File: src/rtl/traffic_pkg.sv
// Shared phase codes and light encodings for the intersection scheduler.
// Light vectors are {red,yellow,green} with exactly one bit set.
package traffic_pkg;

   typedef enum logic [2:0] {
      NS_G = 3'd0,
      NS_Y = 3'd1,
      AR_A = 3'd2,
      EW_G = 3'd3,
      EW_Y = 3'd4,
      AR_B = 3'd5
   } phase_e;

   localparam logic [2:0] LIGHT_R = 3'b100;
   localparam logic [2:0] LIGHT_Y = 3'b010;
   localparam logic [2:0] LIGHT_G = 3'b001;

   function automatic logic [2:0] ns_light_of(input phase_e p);
      case (p)
         NS_G:    return LIGHT_G;
         NS_Y:    return LIGHT_Y;
         default: return LIGHT_R;
      endcase
   endfunction

   function automatic logic [2:0] ew_light_of(input phase_e p);
      case (p)
         EW_G:    return LIGHT_G;
         EW_Y:    return LIGHT_Y;
         default: return LIGHT_R;
      endcase
   endfunction

endpackage

File: src/rtl/dwell_timer.sv
// Tick-driven dwell counter: done pulses on the tick that completes dur ticks.
// clr has priority over counting so a phase change and a hold both restart at 0.
module dwell_timer #(
   parameter int CNT_W = 8
) (
   input  logic             clk,
   input  logic             rst,
   input  logic             clr,
   input  logic             tick,
   input  logic [CNT_W-1:0] dur,
   output logic             done
);

   logic [CNT_W-1:0] cnt_q, cnt_d;

   always_comb begin
      cnt_d = cnt_q;
      if (clr) begin
         cnt_d = '0;
      end else if (tick) begin
         cnt_d = cnt_q + CNT_W'(1);
      end
   end

   always_ff @(posedge clk) begin
      if (rst) begin
         cnt_q <= '0;
      end else begin
         cnt_q <= cnt_d;
      end
   end

   assign done = tick & (cnt_q == (dur - CNT_W'(1)));

endmodule

File: src/rtl/intersection_phase_scheduler.sv
// Six-phase two-head intersection sequencer with all-red clearance, latched
// pedestrian walk service and emergency preemption. phase is the FSM state.
import traffic_pkg::*;

module intersection_phase_scheduler #(
   parameter int CNT_W    = 8,
   parameter int GREEN_T  = 20,
   parameter int YELLOW_T = 3,
   parameter int ALLRED_T = 2,
   parameter int PED_T    = 10
) (
   input  logic       clk,
   input  logic       rst,
   input  logic       tick,
   input  logic       ped_req_ns,
   input  logic       ped_req_ew,
   input  logic       emerg,
   input  logic       emerg_dir,
   output logic [2:0] ns_light,
   output logic [2:0] ew_light,
   output logic       walk_ns,
   output logic       walk_ew,
   output logic [2:0] phase,
   output logic [1:0] ped_pending
);

   phase_e           phase_q, phase_d;
   logic [1:0]       pend_q, pend_d;
   logic             walk_ns_q, walk_ns_d;
   logic             walk_ew_q, walk_ew_d;
   logic [CNT_W-1:0] walk_cnt_q, walk_cnt_d;
   logic [2:0]       ns_light_q, ns_light_d;
   logic [2:0]       ew_light_q, ew_light_d;
   logic [CNT_W-1:0] dur;
   logic             hold;
   logic             enter;
   logic             tmr_done;
   logic             walk_end;
   logic [1:0]       serve;

   always_comb begin
      case (phase_q)
         NS_G, EW_G: dur = CNT_W'(GREEN_T);
         NS_Y, EW_Y: dur = CNT_W'(YELLOW_T);
         default:    dur = CNT_W'(ALLRED_T);
      endcase
   end

   dwell_timer #(.CNT_W(CNT_W)) u_dwell (
      .clk  (clk),
      .rst  (rst),
      .clr  (hold | enter),
      .tick (tick),
      .dur  (dur),
      .done (tmr_done)
   );

   // Preemption is checked before expiry so it wins in the same clk.
   always_comb begin
      phase_d = phase_q;
      hold    = 1'b0;
      case (phase_q)
         NS_G: begin
            if (emerg && emerg_dir)  phase_d = NS_Y;
            else if (emerg)          hold    = 1'b1;
            else if (tmr_done)       phase_d = NS_Y;
         end
         NS_Y: if (tmr_done) phase_d = AR_A;
         AR_A: if (tmr_done) phase_d = EW_G;
         EW_G: begin
            if (emerg && !emerg_dir) phase_d = EW_Y;
            else if (emerg)          hold    = 1'b1;
            else if (tmr_done)       phase_d = EW_Y;
         end
         EW_Y: if (tmr_done) phase_d = AR_B;
         AR_B: if (tmr_done) phase_d = NS_G;
         default: phase_d = AR_B;
      endcase
   end

   assign enter = (phase_d != phase_q);

   // A walk is not granted into a green that is about to be held for preemption.
   always_comb begin
      serve = 2'b00;
      if (enter && phase_d == NS_G && pend_q[0] && !(emerg && !emerg_dir)) serve[0] = 1'b1;
      if (enter && phase_d == EW_G && pend_q[1] && !(emerg && emerg_dir))  serve[1] = 1'b1;
      pend_d   = (pend_q & ~serve) | {ped_req_ew, ped_req_ns};
      walk_end = tick && (walk_cnt_q == CNT_W'(PED_T - 1));
      walk_ns_d = serve[0] |
                  (walk_ns_q & (phase_d == NS_G) & ~enter & ~hold & ~walk_end);
      walk_ew_d = serve[1] |
                  (walk_ew_q & (phase_d == EW_G) & ~enter & ~hold & ~walk_end);
      walk_cnt_d = walk_cnt_q;
      if (enter) begin
         walk_cnt_d = '0;
      end else if (tick && (walk_ns_q || walk_ew_q)) begin
         walk_cnt_d = walk_cnt_q + CNT_W'(1);
      end
      ns_light_d = ns_light_of(phase_d);
      ew_light_d = ew_light_of(phase_d);
   end

   always_ff @(posedge clk) begin
      if (rst) begin
         phase_q    <= AR_B;
         pend_q     <= 2'b00;
         walk_ns_q  <= 1'b0;
         walk_ew_q  <= 1'b0;
         walk_cnt_q <= '0;
         ns_light_q <= LIGHT_R;
         ew_light_q <= LIGHT_R;
      end else begin
         phase_q    <= phase_d;
         pend_q     <= pend_d;
         walk_ns_q  <= walk_ns_d;
         walk_ew_q  <= walk_ew_d;
         walk_cnt_q <= walk_cnt_d;
         ns_light_q <= ns_light_d;
         ew_light_q <= ew_light_d;
      end
   end

   assign phase       = phase_q;
   assign ns_light    = ns_light_q;
   assign ew_light    = ew_light_q;
   assign walk_ns     = walk_ns_q;
   assign walk_ew     = walk_ew_q;
   assign ped_pending = pend_q;

endmodule

File: config.mk
export PLATFORM = sky130hd
export DESIGN_NAME = intersection_phase_scheduler
export DESIGN_NICKNAME = d
export VERILOG_FILES = /design/src/rtl/traffic_pkg.sv /design/src/rtl/dwell_timer.sv /design/src/rtl/intersection_phase_scheduler.sv
export SDC_FILE = /design/constraint.sdc
export NUM_CORES = 1
export LEC_CHECK = 0
export CORE_ASPECT_RATIO = 1.4
export CORE_MARGIN = 2
export CORE_UTILIZATION = 49
export DETAILED_ROUTE_END_ITERATION = 10
export PLACE_DENSITY = 0.75
export SETUP_SLACK_MARGIN = 0.4
export SYNTH_ARGS = -nofsm -noshare
export SYNTH_HDL_FRONTEND = slang
export SYNTH_SLANG_ARGS = --single-unit
File: constraint.sdc
create_clock -name clk -period 2.09 [get_ports clk]
set_clock_uncertainty 0.1 [all_clocks]
set_input_delay 0.418 -clock clk [delete_from_list [all_inputs] [get_ports clk]]
set_output_delay 0.418 -clock clk [all_outputs]
set_load 0.02 [all_outputs]
==> run_results.csv, run 1 <==
group,metric,value,unit
grt,antenna_found_initial,0,
grt,grt.total_usage,0.243,
worst_hold_path,hp-class,"flip-flop to flip-flop",
synthesis,yosysTopAreaCellShare,0.380,
synthesis,ys_top_cells_by_count,"dfxtp_1, nor2_1, nand2_1, xnor2_1, xor2_1",
synthesis,syn_inst,171,
synthesis,yosys.area.top_type,"dfxtp_1",
sta,rsz0062_at_grt,"yes",
sta,min_period,2220,ps
clock_network,clock-root-buffer,"clkbuf_8",
final_layout,area_delta_synth_final,39.0,%
power,power_density,672,nW/µm²
sta,relSlewSlack,0.744,
grt,grt_pass1_wl,6580,µm
synthesis,synth_cell_types,47,
clock_network,cts-buffers-inserted,5,
detailed_routing,viasPerCell,5.63,
setup_path,required,2200,ps
final_layout,fill_cells,253,
synthesis,yosys-top-cells-area,"dfxtp_1, nor2_1, xnor2_1",
sta,post-route-period-util,1.06,
final_layout,layout-drive-gt1-share,0.285,
sta,worst_pin_slew,383,ps
synthesis,yosysMostFrequentCell,"dfxtp_1",
synthesis,ys_ff_latch,29,
setup_path,start_kind,"flip-flop",
clock_network,clkLatencyLatePin,290,ps
synthesis,yosysWarnings,0,
synthesis,synth_ff_type,"dfxtp_1",
detailed_routing,post_drt_wl_per_cell,15.3,µm
place,place_inst,247,
final_layout,fin_cells,260,
grt,first_global_vias,1446,
floorplan,dieArea,3590,µm²
setup_path,path_max_fanout,4,
final_layout,num_antenna_cells,0,
floorplan,start_util,0.504,
clock_network,clkTransAtPathRegs,70,ps
sta,finalSetupViolations,25,
detailed_routing,drt-total-wl,3970,µm
synthesis,ys_seq_area_frac,0.380,
power,leakagePower,0.846,nW
setup_path,cp-end-kind,"flip-flop",
status,violations,"negative setup slack",
setup_path,arrival,2340,ps
clock_network,holdBufCountCts,0,
clock_network,clk_path_buf_depth,2,
final_layout,fin_util,0.700,
detailed_routing,drt-initial-drc-count,60,
detailed_routing,ant_nets,0,
floorplan,die_h,70.1,µm
place,portBuffers,19,
synthesis,syn_nets,181,
power,ir_drop,0.000631,V
final_layout,layout.nets,230,
floorplan,ios,20,
sta,timing.final.max_slew_violations,0,
grt,overflow,0,
sta,clock.fmax,450,MHz
detailed_routing,drtPass1Iterations,4,
sta,layout_setup_ws,-132,ps
synthesis,async_flop_share,0,
run,max-cap-violations,0,
status,status,"finished, violations left",
detailed_routing,drc_errors,0,
setup_path,path_class,"flip-flop to flip-flop",
place,dp_hpwl,2810,µm
sta,finalHoldViolCount,0,
worst_hold_path,hold_path_depth,2,
floorplan,core.rowCount,24,
floorplan,core_area,3030,µm²
floorplan,chipWidth,51.2,µm
detailed_routing,vias,1465,
grt,grt_max_degree,17,
synthesis,postSynthAreaPerCell,8.94,µm²
clock_network,tritoncts,"built",
clock_network,clock_sinks,29,
clock_network,htree_num_levels,2,
synthesis,syn_area,1530,µm²
synthesis,synth_edf_count,0,
setup_path,ff2ff_path_depth,7,
place,gp_congestion,0.861,
## kinds of logic after synthesis
kind of cell | Yosys count | synth area share
AO/OA/AOI/OAI | 30 | 0.169
XOR/XNOR | 16 | 0.0917
adder cells (fa/ha/maj) | 3 | 0.0246
buffers and inverters | 13 | 0.0450
flip-flops | 29 | 0.380
multiplexers | 5 | 0.0336
AND/OR/NAND/NOR | 75 | 0.257
## routing by layer
metal	GRT usage	vias to the layer above	part of all wire
met5	0	-	0
met4	0.126	0	0.037
li1	-	702	-
met3	0.0684	13	0.037
met1	0.252	704	0.38
met2	0.430	46	0.55
## state kept, by name, indices dropped and copies added, names as in the netlist
signal / count
walk_ew: 1
walk_cnt_q: 8
ns_light: 3
ped_pending: 2
phase: 3
walk_ns: 1
u_dwell.cnt_q: 8
ew_light: 3
## path summary, 6_finish.rpt
kind                                           from            endpoint  slack, ps
worst max-delay path            phase[0]$_SDFF_PP1_  walk_ns$_SDFF_PP0_       -130
worst min-delay path             walk_ew$_SDFF_PP0_  walk_ew$_SDFF_PP0_        410
worst max register to register  phase[0]$_SDFF_PP1_  walk_ns$_SDFF_PP0_       -130
worst min register to register   walk_ew$_SDFF_PP0_  walk_ew$_SDFF_PP0_        410
## metrics by stage
step	power [W]	hold slack (ps)	area [µm²]	setup TNS [ps]	setup WS [ps]
final	0.00143	413	2120	-1570	-132
after CTS	0.00141	422	2090	-1230	-126
after global routing	0.00148	451	2120	-3480	-193
after global placement	0.000925	394	1930	-9470	-470
after detailed placement	0.000935	405	1930	-10770	-554
after floorplan	0.000820	379	1550	-940	-134
## where the power goes
group          switching (W)  internal [W]
combinational       0.000189      0.000178
sequential         0.0000197      0.000576
clock               0.000236      0.000229
## layout make-up
| class | instances | area (µm²) | share of cell area |
|---|---|---|---|
| inverter | 4 | 15.0 | 0.00707 |
| sequential | 29 | 588 | 0.277 |
| clock inverter | 3 | 17.5 | 0.00824 |
| timing repair buffer | 51 | 443 | 0.208 |
| multi-input combinational | 129 | 943 | 0.444 |
| tap | 39 | 48.8 | 0.0230 |
| clock buffer | 5 | 68.8 | 0.0324 |
## worst max-delay path: stages, from the launching register on
cell,delay (ps)
dfxtp_4,370
mux2i_2,170
or3_4,350
a311oi_4,350
buf_6,180
a211oi_4,50
or3_1,400
a211oi_2,180
## cell usage in the layout, fill, tap and decap left out, types with 3 or more instances in the layout
cell type and n:
buf_4 27, nand2_1 10, dlygate4sd2_1 11, o211ai_1 4, o21ai_0 3, xor2_1 8, ha_1 3, nand3_1 3
buf_6 5, and4_1 3, inv_1 4, clkbuf_8 5, xnor2_1 8, dfxtp_1 25, nor3_1 3, dfxtp_2 3
and3_1 3, clkdlybuf4s50_1 5, nor2_1 28, nand4_1 4, a21oi_1 5, nand2b_1 3
## repair_timing
action | CTS | global route
setup endpoints to repair | 42 | 32
resized for setup | 35 | 5
pin swaps | 5 | 3
buffers inserted | 4 | 1
Power figures use the tool's default switching activity.
==> run 2, diff against run 1 <==
- CELL_PAD_IN_SITES_DETAIL_PLACEMENT: unset -> 1
- CELL_PAD_IN_SITES_GLOBAL_PLACEMENT: unset -> 1
- CORE_UTILIZATION: 49 -> 37
- PLACE_DENSITY: 0.75 -> unset
- PLACE_DENSITY_LB_ADDON: unset -> 0.1
==> run 2 against run 1 <==
Net effect:
- the run still ends with negative setup slack left
- sequential share of layout area fell by 1.3 points
- sequential power barely moved
- design area is 5.0% higher
- global-route usage fell by 3.8 points
- register-to-register slack worse by 40 ps
- die area up 30%
- hold slack gained 11 ps
- clock power increased by 31%
- critical path type unchanged
- critical endpoint is now ns_light[1]$_SDFF_PP0_
- highest routed layer unchanged
==> run_results.csv, run 2 (same netlist as run 1, synthesis figures left out) <==
group,metric,value,unit
status,status,"finished, violations left",
status,violations,"negative setup slack",
final_layout,layout.nets,229,
clock_network,holdBufCountCts,0,
worst_hold_path,hold_end,"ped_pending[0]$_SDFF_PP0_",
final_layout,multi_input_area,1030,µm²
setup_path,slowest_stage,"or4_4",
power,power.total,0.00158,W
setup_path,arrival,2390,ps
power,leakagePower,0.864,nW
setup_path,ff2ff_path_depth,7,
setup_path,r2r_end,"ns_light[1]$_SDFF_PP0_",
sta,post-route-period-util,1.08,
final_layout,area_delta_synth_final,45.9,%
final_layout,final_common_cell,"buf_4",
place,place_inst,255,
clock_network,clock-root-buffer,"clkbuf_8",
final_layout,design_area,2230,µm²
detailed_routing,drt-total-wl,4300,µm
worst_hold_path,hold_path_depth,2,
setup_path,worstReg2RegStart,"phase[0]$_SDFF_PP1_",
grt,overflow,0,
sta,rsz0062_at_grt,"yes",
sta,clock.fmax,441,MHz
setup_path,reg2reg_slack,-180,ps
floorplan,dieArea,4670,µm²
final_layout,top_regs,"u_dwell.cnt_q (8), walk_cnt_q (8)",
setup_path,cp_num_buf_inv,1,
final_layout,layout-drive-gt1-share,0.359,
clock_network,clkLatencyLatePin,280,ps
setup_path,path_max_fanout,7,
sta,timing.final.max_slew_violations,0,
detailed_routing,post_drt_wl_per_cell,16.3,µm
grt,antenna_found_initial,0,
worst_hold_path,hp-start,"ped_pending[0]$_SDFF_PP0_",
power,swShare,0.274,
setup_path,start_kind,"flip-flop",
grt,first_global_vias,1571,
setup_path,critPathMaxStageDelay,450,ps
sta,worst_pin_slew,414,ps
run,max-cap-violations,0,
final_layout,layout_common_cells,"buf_4, dfxtp_1, nor2_1",
clock_network,clkTransAtPathRegs,60,ps
place,dp_hpwl,3160,µm
setup_path,cp-end-kind,"flip-flop",
setup_path,crit_family,"simple AND/OR/NAND/NOR gates",
final_layout,fin_util,0.564,
floorplan,ios,20,
place,postPlaceCellArea,1970,µm²
power,ir_drop,0.000443,V
floorplan,die_h,80.1,µm
place,portBuffers,19,
power,power_density,706,nW/µm²
setup_path,path_class,"flip-flop to flip-flop",
clock_network,clock_sinks,29,
floorplan,core.rowCount,27,
clock_network,htree_num_levels,2,
setup_path,required,2210,ps
final_layout,fin_cells,263,
power,p_int,0.00114,W
grt,grt_pass1_wl,7120,µm
detailed_routing,viasPerCell,5.47,
floorplan,core_area,3950,µm²
detailed_routing,drtPass1Iterations,4,
final_layout,fill_cells,444,
sta,finalSetupViolations,17,
power,seq_power_share,0.378,
final_layout,num_antenna_cells,0,
detailed_routing,drc_errors,0,
setup_path,worstPathCellList,"xnor2_2, or4_4, a311oi_4, buf_6, mux2i_2, o211a_4, and4_1",
clock_network,tritoncts,"built",
sta,fin_setup_tns,-1650,ps
grt,grt.total_usage,0.204,
worst_hold_path,hp-class,"flip-flop to flip-flop",
clock_network,clk_path_buf_depth,2,
final_layout,ff_latch_area,588,µm²
grt,grt_max_degree,17,
detailed_routing,ant_nets,0,
place,gp_congestion,0.792,
sta,min_period,2270,ps
sta,finalHoldViolCount,0,
clock_network,cts-buffers-inserted,5,
detailed_routing,vias,1439,
power,comb_power_share,0.237,
floorplan,chipWidth,58.3,µm
power,p_clk_frac,0.385,
sta,relSlewSlack,0.720,
detailed_routing,drt-initial-drc-count,26,
floorplan,start_util,0.387,
sta,layout_setup_ws,-177,ps
power,p_switching,0.000432,W
run 2: changes by cell type in the layout (fill, tap and decap cells not counted), moves of 2 or more:
| cell | delta |
|---|---|
| nor2_1 | -13 |
| nor2_4 | +6 |
| clkinv_2 | -2 |
| nor2_2 | +7 |
| xnor2_2 | +2 |
| xnor2_1 | -2 |
run 2: metal layers:
metal	track usage	wire length [µm]
met1	0.198	1600
met3	0.0515	129
met2	0.371	2370
met5	0	0
met4	0.133	201
run 2: final cells by class:
class,count,share of cell area
Timing Repair Buffer,50,0.191
Clock buffer,7,0.0387
Multi-Input combinational cell,129,0.463
Tap cell,43,0.0241
Inverter,4,0.00673
Clock inverter,1,0.0135
Sequential cell,29,0.264
run 2: how the worst max path moves through the flow:
| stage | end | slack [ps] | startpoint | cells past startpoint |
|---|---|---|---|---|
| floorplan | phase[0]$_SDFF_PP1_ | -130 | phase[0]$_SDFF_PP1_ | 8 |
| global placement | phase[0]$_SDFF_PP1_ | -450 | tick | 8 |
| detailed placement | phase[0]$_SDFF_PP1_ | -480 | tick | 8 |
| CTS | ns_light[1]$_SDFF_PP0_ | -170 | phase[0]$_SDFF_PP1_ | 7 |
| global route | ns_light[1]$_SDFF_PP0_ | -250 | phase[0]$_SDFF_PP1_ | 7 |
| finish | ns_light[1]$_SDFF_PP0_ | -180 | phase[0]$_SDFF_PP1_ | 7 |
run 2: what timing repair did:
action                     4_1_cts  5_1_grt
gates resized for setup         34       23
pin swaps                        7       18
setup endpoints to repair       42       31
buffers inserted                 0        0
run 2: power by group through the flow:
stage	combinational [W]	sequential, W	clock (W)
finish	0.000374	0.000595	0.000607
global route	0.000406	0.000598	0.000656
CTS	0.000360	0.000596	0.000616
detailed placement	0.000346	0.000604	0
global placement	0.000336	0.000602	0
floorplan	0.000199	0.000622	0
run 2: worst register-to-register path, cell delays in order (launching register included):
cell	delay (ps)
dfxtp_4	370
xnor2_2	140
or4_4	450
a311oi_4	320
buf_6	200
mux2i_2	240
o211a_4	230
and4_1	160
run 2: through the flow:
step / hold slack (ps) / setup slack [ps]
detailed placement: 416 / -478
floorplan: 379 / -134
finish: 424 / -177
global route: 457 / -249
CTS: 431 / -173
global placement: 397 / -448
==> run 3, diff against run 2 <==
- CTS_CLUSTER_DIAMETER: unset -> 60
- GPL_TIMING_DRIVEN: unset -> 0
==> run 3 against run 2 <==
Net effect:
- the run still ends with negative setup slack left
- via count down 4.8%
- first-iteration DRC count down 35%
- non-clock buffer count down 12
- highest routed layer unchanged
==> run_results.csv, run 3 (same netlist as run 1, synthesis figures left out) <==
group,metric,value,unit
clock_network,clock-root-buffer,"clkbuf_8",
place,place_inst,232,
sta,timing.final.max_slew_violations,0,
final_layout,ff_latch_area,586,µm²
floorplan,dieArea,4670,µm²
status,status,"finished, violations left",
power,leakagePower,0.792,nW
final_layout,design_area,2080,µm²
detailed_routing,vias,1370,
clock_network,cts-buffers-inserted,5,
detailed_routing,drt-initial-drc-count,17,
setup_path,cp-end-kind,"flip-flop",
grt,overflow,0,
sta,post-route-period-util,1.13,
final_layout,final_common_cell,"nor2_1",
grt,first_global_vias,1437,
clock_network,htree_num_levels,2,
floorplan,core_area,3950,µm²
sta,finalHoldViolCount,0,
clock_network,clock_sinks,29,
detailed_routing,viasPerCell,5.46,
floorplan,chipWidth,58.3,µm
run,max-cap-violations,0,
status,violations,"negative setup slack",
final_layout,fill_cells,477,
sta,finalSetupViolations,26,
sta,relSlewSlack,0.636,
final_layout,multi_input_area,977,µm²
grt,grt_pass1_wl,6790,µm
detailed_routing,drt-total-wl,4000,µm
setup_path,critPathMaxStageDelay,420,ps
final_layout,top_regs,"u_dwell.cnt_q (8), walk_cnt_q (8)",
place,dp_hpwl,2820,µm
clock_network,clk_path_buf_depth,2,
final_layout,area_delta_synth_final,35.9,%
place,postPlaceCellArea,1790,µm²
final_layout,layout.nets,217,
sta,worst_pin_slew,546,ps
sta,timing.hold.ws,415,ps
setup_path,arrival,2480,ps
detailed_routing,post_drt_wl_per_cell,15.9,µm
sta,layout_setup_ws,-278,ps
floorplan,ios,20,
setup_path,required,2200,ps
detailed_routing,drc_errors,0,
clock_network,tritoncts,"built",
place,portBuffers,18,
setup_path,cp_common_cell,"buf_6",
final_layout,layout_common_cells,"nor2_1, dfxtp_1, dlygate4sd2_1",
sta,min_period,2370,ps
clock_network,clkTransAtPathRegs,70,ps
sta,rsz0062_at_grt,"yes",
sta,clock.fmax,422,MHz
floorplan,die_h,80.1,µm
detailed_routing,ant_nets,0,
power,ir_drop,0.000479,V
power,power_density,769,nW/µm²
final_layout,layout-drive-gt1-share,0.231,
place,pre_cts_slack,-392,ps
setup_path,slowest_stage,"or3_1",
floorplan,core.rowCount,27,
clock_network,holdBufCountCts,0,
setup_path,path_class,"flip-flop to flip-flop",
place,gp_congestion,0.754,
worst_hold_path,hp-class,"flip-flop to flip-flop",
setup_path,cp_num_buf_inv,2,
final_layout,fin_cells,251,
grt,grt.total_usage,0.193,
setup_path,worstPathCellList,"buf_6, mux2i_2, or3_4, a311oi_4, buf_6, a211oi_4, or3_1, a211oi_2",
setup_path,crit_family,"simple AND/OR/NAND/NOR gates",
grt,grt_max_degree,11,
floorplan,start_util,0.387,
detailed_routing,drtPass1Iterations,3,
final_layout,num_antenna_cells,0,
setup_path,start_kind,"flip-flop",
final_layout,fin_util,0.526,
grt,antenna_found_initial,0,
setup_path,path_max_fanout,5,
clock_network,clkLatencyLatePin,280,ps
[run 3: layout make-up]
class,instances,share of cell area
timing repair buffer,29,0.124
tap,43,0.0259
multi-input combinational,129,0.470
clock buffer,7,0.0415
buffer,9,0.0349
clock inverter,1,0.0144
inverter,4,0.00722
sequential,29,0.282
[run 3: worst paths after layout]
kind	startpoint	endpoint	slack, ps	cells after the start
worst min-delay path	walk_ew$_SDFF_PP0_	walk_ew$_SDFF_PP0_	420	2
worst min register to register	walk_ew$_SDFF_PP0_	walk_ew$_SDFF_PP0_	420	2
worst max register to register	phase[0]$_SDFF_PP1_	walk_ns$_SDFF_PP0_	-280	8
worst max-delay path	phase[0]$_SDFF_PP1_	walk_ns$_SDFF_PP0_	-280	8
[run 3: per-layer routing]
metal,share of wire,wire [µm],vias up,track usage
met3,0.024,97,8,0.0403
met5,0,0,-,0
met1,0.41,1630,667,0.200
met2,0.54,2170,17,0.357
met4,0.024,96,0,0.0907
li1,-,-,678,-
[run 3: worst register-to-register path: stages, from the launching register on]
cell      delay [ps]
dfxtp_2          320
buf_6            130
mux2i_2          170
or3_4            350
a311oi_4         380
buf_6            180
a211oi_4          60
or3_1            420
a211oi_2         210
[run 3: power breakdown]
part           switching (W)  total, W  internal (W)
Sequential         0.0000143  0.000591      0.000576
Combinational       0.000210  0.000399      0.000189
Clock               0.000219  0.000607      0.000388
Total               0.000444   0.00160       0.00115
[run 3: timing repair]
item / CTS / global route
pin swaps: 14 / 12
hold endpoints to repair: 0 / 0
endpoints found under the setup margin: 42 / 29
setup buffers: 9 / 2
gates resized for setup: 32 / 4
[run 3: through the flow]
stage / TNS [ps] / total power [W]
2_1_floorplan: -940 / 0.000820
3_3_place_gp: -6350 / 0.000907
3_5_place_dp: -8040 / 0.000916
4_1_cts: -6270 / 0.00159
5_1_grt: -7580 / 0.00168
6_report: -4220 / 0.00160
